[config.mk]
export PLATFORM = sky130hd
export DESIGN_NAME = axi_read_responder_flat
export DESIGN_NICKNAME = d
export VERILOG_FILES = /design/src/rtl/axi_pkg.sv /design/src/rtl/axi_read_responder_if.sv /design/src/rtl/axi_burst_addr.sv /design/src/rtl/axi_read_responder.sv /design/src/flat_wrapper.sv
export SDC_FILE = /design/constraint.sdc
export NUM_CORES = 1
export LEC_CHECK = 0
export CAP_MARGIN = 20
export CORE_MARGIN = 1.5
export CORE_UTILIZATION = 55
export CTS_CLUSTER_SIZE = 25
export DETAILED_ROUTE_END_ITERATION = 16
export HOLD_SLACK_MARGIN = 0.05
export PLACE_DENSITY_LB_ADDON = 0.25
export SYNTH_ARGS = -nofsm -noshare
export SYNTH_HDL_FRONTEND = slang
export SYNTH_HIERARCHICAL = 1
export SYNTH_SLANG_ARGS = --single-unit
[constraint.sdc]
create_clock -name axi_aclk -period 5.55 [get_ports axi_aclk]
set_input_delay 0.8325 -clock axi_aclk [delete_from_list [all_inputs] [get_ports axi_aclk]]
set_output_delay 0.8325 -clock axi_aclk [all_outputs]
set_load 0.02 [all_outputs]
[src/rtl/axi_pkg.sv]
// Shared AXI4 encodings, FSM state codes and burst legality check.
// Imported by the read responder and its burst address helper.
package axi_pkg;

  localparam logic [1:0] BURST_FIXED = 2'b00;
  localparam logic [1:0] BURST_INCR  = 2'b01;
  localparam logic [1:0] BURST_WRAP  = 2'b10;

  localparam logic [1:0] RESP_OKAY   = 2'b00;
  localparam logic [1:0] RESP_SLVERR = 2'b10;

  localparam logic [1:0] ST_IDLE   = 2'd0;
  localparam logic [1:0] ST_FETCH  = 2'd1;
  localparam logic [1:0] ST_ASSERT = 2'd2;

  localparam int unsigned BOUNDARY_4K = 4096;

  // Burst is unserviceable: reserved type, oversize beat,
  // illegal wrap length or an INCR crossing a 4 KB page.
  function automatic logic burst_err(
    input logic [11:0] a,
    input logic [7:0]  len,
    input logic [2:0]  size,
    input logic [1:0]  burst
  );
    logic [16:0] span;
    logic        err;
    span = 17'(a) + ((17'(len) + 17'd1) << size);
    err  = 1'b0;
    if (burst == 2'b11)
      err = 1'b1;
    if (size > 3'd3)
      err = 1'b1;
    if (burst == BURST_WRAP &&
        !(len inside {8'd1, 8'd3, 8'd7, 8'd15}))
      err = 1'b1;
    if (burst == BURST_INCR &&
        span > 17'(BOUNDARY_4K))
      err = 1'b1;
    return err;
  endfunction

endpackage

[src/rtl/axi_read_responder_if.sv]
// AXI4 read address / read data channel bundle.
// slave: responder side; master: interconnect / initiator side.
interface axi_read_responder_if #(
  parameter int AW = 32,
  parameter int DW = 64
) ();

  logic [AW-1:0] axi_araddr;
  logic [7:0]    axi_arlen;
  logic [2:0]    axi_arsize;
  logic [1:0]    axi_arburst;
  logic          axi_arvalid;
  logic          axi_arready;
  logic [DW-1:0] axi_rdata;
  logic [1:0]    axi_rresp;
  logic          axi_rlast;
  logic          axi_rvalid;
  logic          axi_rready;

  modport slave (
    input  axi_araddr, axi_arlen, axi_arsize,
    input  axi_arburst, axi_arvalid, axi_rready,
    output axi_arready, axi_rdata, axi_rresp,
    output axi_rlast, axi_rvalid
  );

  modport master (
    output axi_araddr, axi_arlen, axi_arsize,
    output axi_arburst, axi_arvalid, axi_rready,
    input  axi_arready, axi_rdata, axi_rresp,
    input  axi_rlast, axi_rvalid
  );

endinterface

[src/rtl/axi_burst_addr.sv]
// Combinational next-beat address for FIXED/INCR/WRAP bursts.
// in: addr_i, size_i, len_i, burst_i; out: next_o (AW-bit truncating).
module axi_burst_addr
  import axi_pkg::*;
#(
  parameter int AW = 32
) (
  input  logic [AW-1:0] addr_i,
  input  logic [2:0]    size_i,
  input  logic [7:0]    len_i,
  input  logic [1:0]    burst_i,
  output logic [AW-1:0] next_o
);

  logic [AW-1:0] bytes;
  logic [AW-1:0] total;

  assign bytes = AW'(1) << size_i;
  assign total = (AW'(len_i) + AW'(1)) << size_i;

  always_comb begin
    next_o = addr_i;
    unique case (burst_i)
      BURST_FIXED: next_o = addr_i;
      BURST_INCR:
        next_o = (addr_i & ~(bytes - AW'(1))) + bytes;
      BURST_WRAP:
        next_o = (addr_i & ~(total - AW'(1))) |
                 ((addr_i + bytes) & (total - AW'(1)));
      default: next_o = addr_i;
    endcase
  end

endmodule

[src/rtl/axi_read_responder.sv]
// AXI4 read slave: accepts one AR, fetches each beat from a backing store, returns R.
// Ports: axi_aclk, rst, axi (slave modport), rd_req/rd_addr/rd_data_in/rd_data_valid.
module axi_read_responder
  import axi_pkg::*;
#(
  parameter int AW = 32,
  parameter int DW = 64
) (
  input  logic          axi_aclk,
  input  logic          rst,
  axi_read_responder_if.slave axi,
  output logic          rd_req,
  output logic [AW-1:0] rd_addr,
  input  logic [DW-1:0] rd_data_in,
  input  logic          rd_data_valid
);

  logic [1:0]    state_q, state_d;
  logic [AW-1:0] addr_q, addr_d;
  logic [7:0]    len_q, len_d;
  logic [2:0]    size_q, size_d;
  logic [1:0]    burst_q, burst_d;
  logic [7:0]    cnt_q, cnt_d;
  logic          err_q, err_d;
  logic          arready_q, arready_d;
  logic          rvalid_q, rvalid_d;
  logic          rlast_q, rlast_d;
  logic [1:0]    rresp_q, rresp_d;
  logic [DW-1:0] rdata_q, rdata_d;
  logic          rd_req_q, rd_req_d;
  logic [AW-1:0] rd_addr_q, rd_addr_d;
  logic [AW-1:0] next_addr;

  axi_burst_addr #(.AW(AW)) u_addr (
    .addr_i  (addr_q),
    .size_i  (size_q),
    .len_i   (len_q),
    .burst_i (burst_q),
    .next_o  (next_addr)
  );

  always_comb begin
    state_d   = state_q;
    addr_d    = addr_q;
    len_d     = len_q;
    size_d    = size_q;
    burst_d   = burst_q;
    cnt_d     = cnt_q;
    err_d     = err_q;
    arready_d = arready_q;
    rvalid_d  = rvalid_q;
    rlast_d   = rlast_q;
    rresp_d   = rresp_q;
    rdata_d   = rdata_q;
    rd_req_d  = rd_req_q;
    rd_addr_d = rd_addr_q;
    unique case (state_q)
      ST_IDLE: begin
        if (arready_q && axi.axi_arvalid) begin
          addr_d    = axi.axi_araddr;
          len_d     = axi.axi_arlen;
          size_d    = axi.axi_arsize;
          burst_d   = axi.axi_arburst;
          cnt_d     = 8'd0;
          arready_d = 1'b0;
          err_d     = burst_err(axi.axi_araddr[11:0],
                                axi.axi_arlen,
                                axi.axi_arsize,
                                axi.axi_arburst);
          if (err_d) begin
            // Error bursts skip the store entirely.
            state_d  = ST_ASSERT;
            rvalid_d = 1'b1;
            rdata_d  = '0;
            rresp_d  = RESP_SLVERR;
            rlast_d  = (axi.axi_arlen == 8'd0);
          end else begin
            state_d   = ST_FETCH;
            rd_req_d  = 1'b1;
            rd_addr_d = axi.axi_araddr;
          end
        end
      end
      ST_FETCH: begin
        if (rd_data_valid) begin
          rdata_d  = rd_data_in;
          rresp_d  = RESP_OKAY;
          rvalid_d = 1'b1;
          rlast_d  = (cnt_q == len_q);
          rd_req_d = 1'b0;
          state_d  = ST_ASSERT;
        end
      end
      ST_ASSERT: begin
        if (axi.axi_rready) begin
          rvalid_d = 1'b0;
          if (rlast_q) begin
            state_d   = ST_IDLE;
            arready_d = 1'b1;
          end else begin
            cnt_d  = cnt_q + 8'd1;
            addr_d = next_addr;
            if (err_q) begin
              // Next SLVERR beat is presented back-to-back.
              rvalid_d = 1'b1;
              rlast_d  = (cnt_q + 8'd1 == len_q);
            end else begin
              state_d   = ST_FETCH;
              rd_req_d  = 1'b1;
              rd_addr_d = next_addr;
            end
          end
        end
      end
      default: begin
        state_d   = ST_IDLE;
        arready_d = 1'b1;
        rvalid_d  = 1'b0;
        rd_req_d  = 1'b0;
      end
    endcase
  end

  always_ff @(posedge axi_aclk or posedge rst) begin
    if (rst) begin
      state_q   <= ST_IDLE;
      addr_q    <= '0;
      len_q     <= '0;
      size_q    <= '0;
      burst_q   <= '0;
      cnt_q     <= '0;
      err_q     <= 1'b0;
      arready_q <= 1'b1;
      rvalid_q  <= 1'b0;
      rlast_q   <= 1'b0;
      rresp_q   <= RESP_OKAY;
      rdata_q   <= '0;
      rd_req_q  <= 1'b0;
      rd_addr_q <= '0;
    end else begin
      state_q   <= state_d;
      addr_q    <= addr_d;
      len_q     <= len_d;
      size_q    <= size_d;
      burst_q   <= burst_d;
      cnt_q     <= cnt_d;
      err_q     <= err_d;
      arready_q <= arready_d;
      rvalid_q  <= rvalid_d;
      rlast_q   <= rlast_d;
      rresp_q   <= rresp_d;
      rdata_q   <= rdata_d;
      rd_req_q  <= rd_req_d;
      rd_addr_q <= rd_addr_d;
    end
  end

  assign axi.axi_arready = arready_q;
  assign axi.axi_rvalid  = rvalid_q;
  assign axi.axi_rlast   = rlast_q;
  assign axi.axi_rresp   = rresp_q;
  assign axi.axi_rdata   = rdata_q;
  assign rd_req          = rd_req_q;
  assign rd_addr         = rd_addr_q;

endmodule

[src/flat_wrapper.sv]
// flat-port wrapper written by rule: the top's interface ports become plain ports
module axi_read_responder_flat import axi_pkg::*;
#(
  parameter int AW = 32,
  parameter int DW = 64
)
  (axi_aclk, rst, rd_req, rd_addr, rd_data_in, rd_data_valid, axi_axi_araddr, axi_axi_arlen, axi_axi_arsize, axi_axi_arburst, axi_axi_arvalid, axi_axi_rready, axi_axi_arready, axi_axi_rdata, axi_axi_rresp, axi_axi_rlast, axi_axi_rvalid);
  axi_read_responder_if #(.AW(AW), .DW(DW)) axi_i ();
  input  logic axi_aclk;
  input  logic rst;
  output logic rd_req;
  output logic [AW-1:0] rd_addr;
  input  logic [DW-1:0] rd_data_in;
  input  logic rd_data_valid;
  input wire logic [$bits(axi_i.axi_araddr)-1:0] axi_axi_araddr;
  input wire logic [$bits(axi_i.axi_arlen)-1:0] axi_axi_arlen;
  input wire logic [$bits(axi_i.axi_arsize)-1:0] axi_axi_arsize;
  input wire logic [$bits(axi_i.axi_arburst)-1:0] axi_axi_arburst;
  input wire logic [$bits(axi_i.axi_arvalid)-1:0] axi_axi_arvalid;
  input wire logic [$bits(axi_i.axi_rready)-1:0] axi_axi_rready;
  output wire logic [$bits(axi_i.axi_arready)-1:0] axi_axi_arready;
  output wire logic [$bits(axi_i.axi_rdata)-1:0] axi_axi_rdata;
  output wire logic [$bits(axi_i.axi_rresp)-1:0] axi_axi_rresp;
  output wire logic [$bits(axi_i.axi_rlast)-1:0] axi_axi_rlast;
  output wire logic [$bits(axi_i.axi_rvalid)-1:0] axi_axi_rvalid;
  assign axi_i.axi_araddr = axi_axi_araddr;
  assign axi_i.axi_arlen = axi_axi_arlen;
  assign axi_i.axi_arsize = axi_axi_arsize;
  assign axi_i.axi_arburst = axi_axi_arburst;
  assign axi_i.axi_arvalid = axi_axi_arvalid;
  assign axi_i.axi_rready = axi_axi_rready;
  assign axi_axi_arready = axi_i.axi_arready;
  assign axi_axi_rdata = axi_i.axi_rdata;
  assign axi_axi_rresp = axi_i.axi_rresp;
  assign axi_axi_rlast = axi_i.axi_rlast;
  assign axi_axi_rvalid = axi_i.axi_rvalid;
  axi_read_responder #(.AW(AW), .DW(DW)) u_core (.axi_aclk(axi_aclk), .rst(rst), .axi(axi_i), .rd_req(rd_req), .rd_addr(rd_addr), .rd_data_in(rd_data_in), .rd_data_valid(rd_data_valid));
endmodule
==> results.py <==
metrics = {
    "outcome": {
        "status": "finished clean",
    },
    "routing": {
        "via_per_inst": 6.359,
        "wire_per_inst_um": 18.85,
        "route.vias.total": 13300,
        "routed_wl_um": 39430,
        "drt_iter0_markers": 1505,
        "drt_pass1_iterations": 6,
        "postRouteAntennaNets": 0,
        "drcViolationCount": 0,
    },
    "logic_synthesis": {
        "syn_area_um2": 13270,
        "ys_top_cells_by_area": "dfrtp_1 (29%), nand2_1 (5.3%), o21ai_0 (5.2%), a221o_1 (5.1%), mux2_2 (5.0%)",
        "synth_edf_count": 0,
        "synthArstFlopShare_pct": 100.0,
        "synth-warning-count": 6,
        "ys_ff_latch": 157,
        "netlist_instances": 1618,
        "yosysMostFrequentCell": "nand2_1",
        "synth_top_area_share_pct": 29.42,
        "synth.distinct_cells": 94,
        "yosysSeqAreaShare_pct": 29.62,
        "synthTopCellsByCount": "nand2_1 (189), dfrtp_1 (156), o21ai_0 (137), inv_1 (115), nor2_1 (108)",
        "synth-main-ff-cell": "dfrtp_1",
        "synth_fp_nets": 1773,
        "synth_top_area_cell": "dfrtp_1",
        "avgSynthCellArea_um2": 8.202,
    },
    "setup_path": {
        "critPathSlowestCell": "clkdlybuf4s50_1",
        "path_cells": "clkdlybuf4s50_1, inv_1, o21bai_1, o311ai_0, o21ai_0, mux2_2, o32ai_1, ha_1, and3_1, a221oi_2, xnor2_1, nor4_1, nand4b_1, o31ai_2, nand3_2, buf_12, mux2_1",
        "crit_type": "in2reg",
        "start_kind": "input pin",
        "required_ns": 5.86,
        "end_kind": "register",
        "critical_path_arrival_ns": 5.41,
        "crit_fanout": 32,
        "path_delay_family": "compound AO/OA/AOI/OAI gates",
        "critPathMaxStageDelay_ns": 0.55,
        "path_buf_inv": 3,
    },
    "sta": {
        "fmax_ghz": 0.1960,
        "rsz0062_at_grt": "no",
        "fin_crit_sh_pct": 91.95,
        "slew_violations": 0,
        "worst_pin_slew_ns": 0.9538,
        "setup_viol_count_final": 0,
        "final_hold_viol_count": 0,
        "layout_setup_ws_ns": 0.4469,
        "skew_ns": 0.01711,
        "final.setup.tns_ns": 0,
        "layout_min_cycle_time_ns": 5.103,
        "slew_headroom_pct": 36.28,
    },
    "cells_and_area": {
        "synthToLayoutAreaGrowth_pct": 22.10,
        "fin_cells": 2092,
        "antennaDiodeCount": 0,
        "layout.nets": 1915,
        "final_layout_size_suffix_gt1_share_pct": 9.137,
        "final.fill_count": 1988,
    },
    "clock_network": {
        "cts_made_buffers": 17,
        "htreeDepth": 4,
        "cts_tree": "done",
        "cts.clk_slew.worst_paths_ns": 0.07,
        "cts_resized": 0,
        "cts_num_sinks": 157,
        "root_buffer": "clkbuf_16",
        "post_cts_buffers": 0,
        "insertion_delay_ns": 0.43,
        "cts.path.max_buffers": 2,
        "cts_hold_buf": 0,
    },
    "grt": {
        "grt_pass1_vias": 12460,
        "grt_util_all_layers_pct": 31.49,
        "antenna_found_initial": 0,
        "overflow": 0,
        "grt_max_degree": 86,
        "use_met1_pct": 41.73,
        "grt_pass1_wl_um": 63250,
        "grt_use_met2_pct": 50.28,
        "top_usage_layer": "met2",
        "met3_usage_pct": 6.424,
    },
    "floorplanning": {
        "core_area_um2": 23540,
        "fp.dieH_um": 158.3,
        "pin_count": 216,
        "initial_core_util_pct": 56.37,
        "placementRows": 56,
        "die_area_um2": 25070,
        "fp.dieW_um": 158.3,
    },
    "power_and_ir_drop": {
        "max-vdd-ir-drop_uv": 179.6,
        "p_total_mw": 2.799,
        "leakage_nw": 6.542,
        "cellPowerDensity_nw_per_um2": 172.8,
    },
    "placement": {
        "gp_congestion": 0.9610,
        "io_buffers": 214,
        "place_ws_ns": 0.02347,
        "placed_cells": 2060,
        "hpwl_um": 27520,
    },
    "job": {
        "cap_violations": 0,
    },
    "worst_hold_path": {
        "hold_path.class": "reg2reg",
    },
}
layout by cell type, fill, tap and decap left out, types with 8 or more instances in the layout:
master             n
a22o_1            68
xor2_1            11
or2_2              8
nor4_1             8
dfrtp_1          156
inv_1            114
nand4_1           12
o221ai_1          11
nor3_1            49
mux2i_1           55
o21ai_0          137
clkbuf_16         17
nand3_1           36
buf_4             25
nor2b_1           15
xnor2_1           32
o31ai_1           16
clkdlybuf4s50_1  213
o211ai_1          17
a221o_1           68
o21a_1             9
a31oi_1           12
nand2_1          189
mux2_1            17
mux2_2            59
ha_1              37
o22ai_1            9
a21o_1            14
and3_1            11
a22oi_1            8
nor2_1           108
a21oi_1           72
path summary, 6_finish.rpt:
kind                            slack, ns               start  cells after the start                        to
worst max-delay path                 0.45   axi_axi_arsize[0]                     17         u_core/rd_addr[3]
worst min-delay path                 0.49  u_core/rd_addr[10]                      1        u_core/rd_addr[10]
worst max register to register       0.77     u_core/len_q[0]                     12         u_core/addr_q[16]
worst min register to register       0.49  u_core/rd_addr[10]                      1        u_core/rd_addr[10]
max in group asynchronous            3.58                 rst                      3         u_core/rd_addr[1]
min in group asynchronous            0.94                 rst                      2  u_core/axi.axi_rdata[28]
report_power, final:
part | internal (mW) | switching, mW | total [mW]
registers | 1.15 | 0.0258 | 1.18
clock network | 0.654 | 0.583 | 1.24
logic | 0.181 | 0.200 | 0.381
total | 1.99 | 0.809 | 2.80
per-layer routing:
metal | wire length [um] | up-vias
met5 | 0 | -
met1 | 16530 | 6383
met3 | 3255 | 95
li1 | - | 6229
met4 | 1287 | 0
met2 | 18360 | 596
state kept, by name (all words and copies together) (netlist names):
signal and flops:
u_core/rd_req 1, u_core/axi.axi_rlast 1, u_core/axi.axi_arready 1, u_core/size_q 3
u_core/addr_q 32, u_core/axi.axi_rdata 64, u_core/axi.axi_rresp 1, u_core/state_q 2
u_core/rd_addr 32, u_core/err_q 1, u_core/burst_q 2, u_core/len_q 8
u_core/axi.axi_rvalid 1, u_core/cnt_q 8
cells by family (layout without fill, tap and decap cells):
| family | count (synthesis) | count (layout) | share of synthesized area [%] |
|---|---|---|---|
| buffers and inverters | 236 | 391 | 7.024 |
| and+or+nand+nor | 497 | 497 | 17.99 |
| adders and majority gates | 42 | 42 | 4.054 |
| muxes | 131 | 131 | 10.60 |
| xor gates and xnor gates | 43 | 43 | 2.838 |
| AOI/OAI and AO/OA | 511 | 511 | 27.85 |
| DFF | 157 | 157 | 29.62 |
| other | 1 | 1 | 0.02826 |
stage by stage:
stage,utilization (%),hold WS (ns),area (um^2)
2_1_floorplan,-,0.4752,13270
3_3_place_gp,66.20,0.4725,15590
3_5_place_dp,66.20,0.4799,15590
4_1_cts,68.82,0.4956,16200
5_1_grt,68.82,0.5117,16200
6_report,68.82,0.4878,16200
layout make-up:
type	count	area (um^2)	area share, %
Clock buffer	17	425.4	2.625
Clock inverter	15	191.4	1.181
Inverter	117	444.2	2.741
Multi-Input combinational cell	1225	8428	52.02
Sequential cell	157	3930	24.25
Tap cell	319	399.1	2.463
Timing Repair Buffer	242	2385	14.72
No activity file was read; power rests on OpenSTA's default activity.
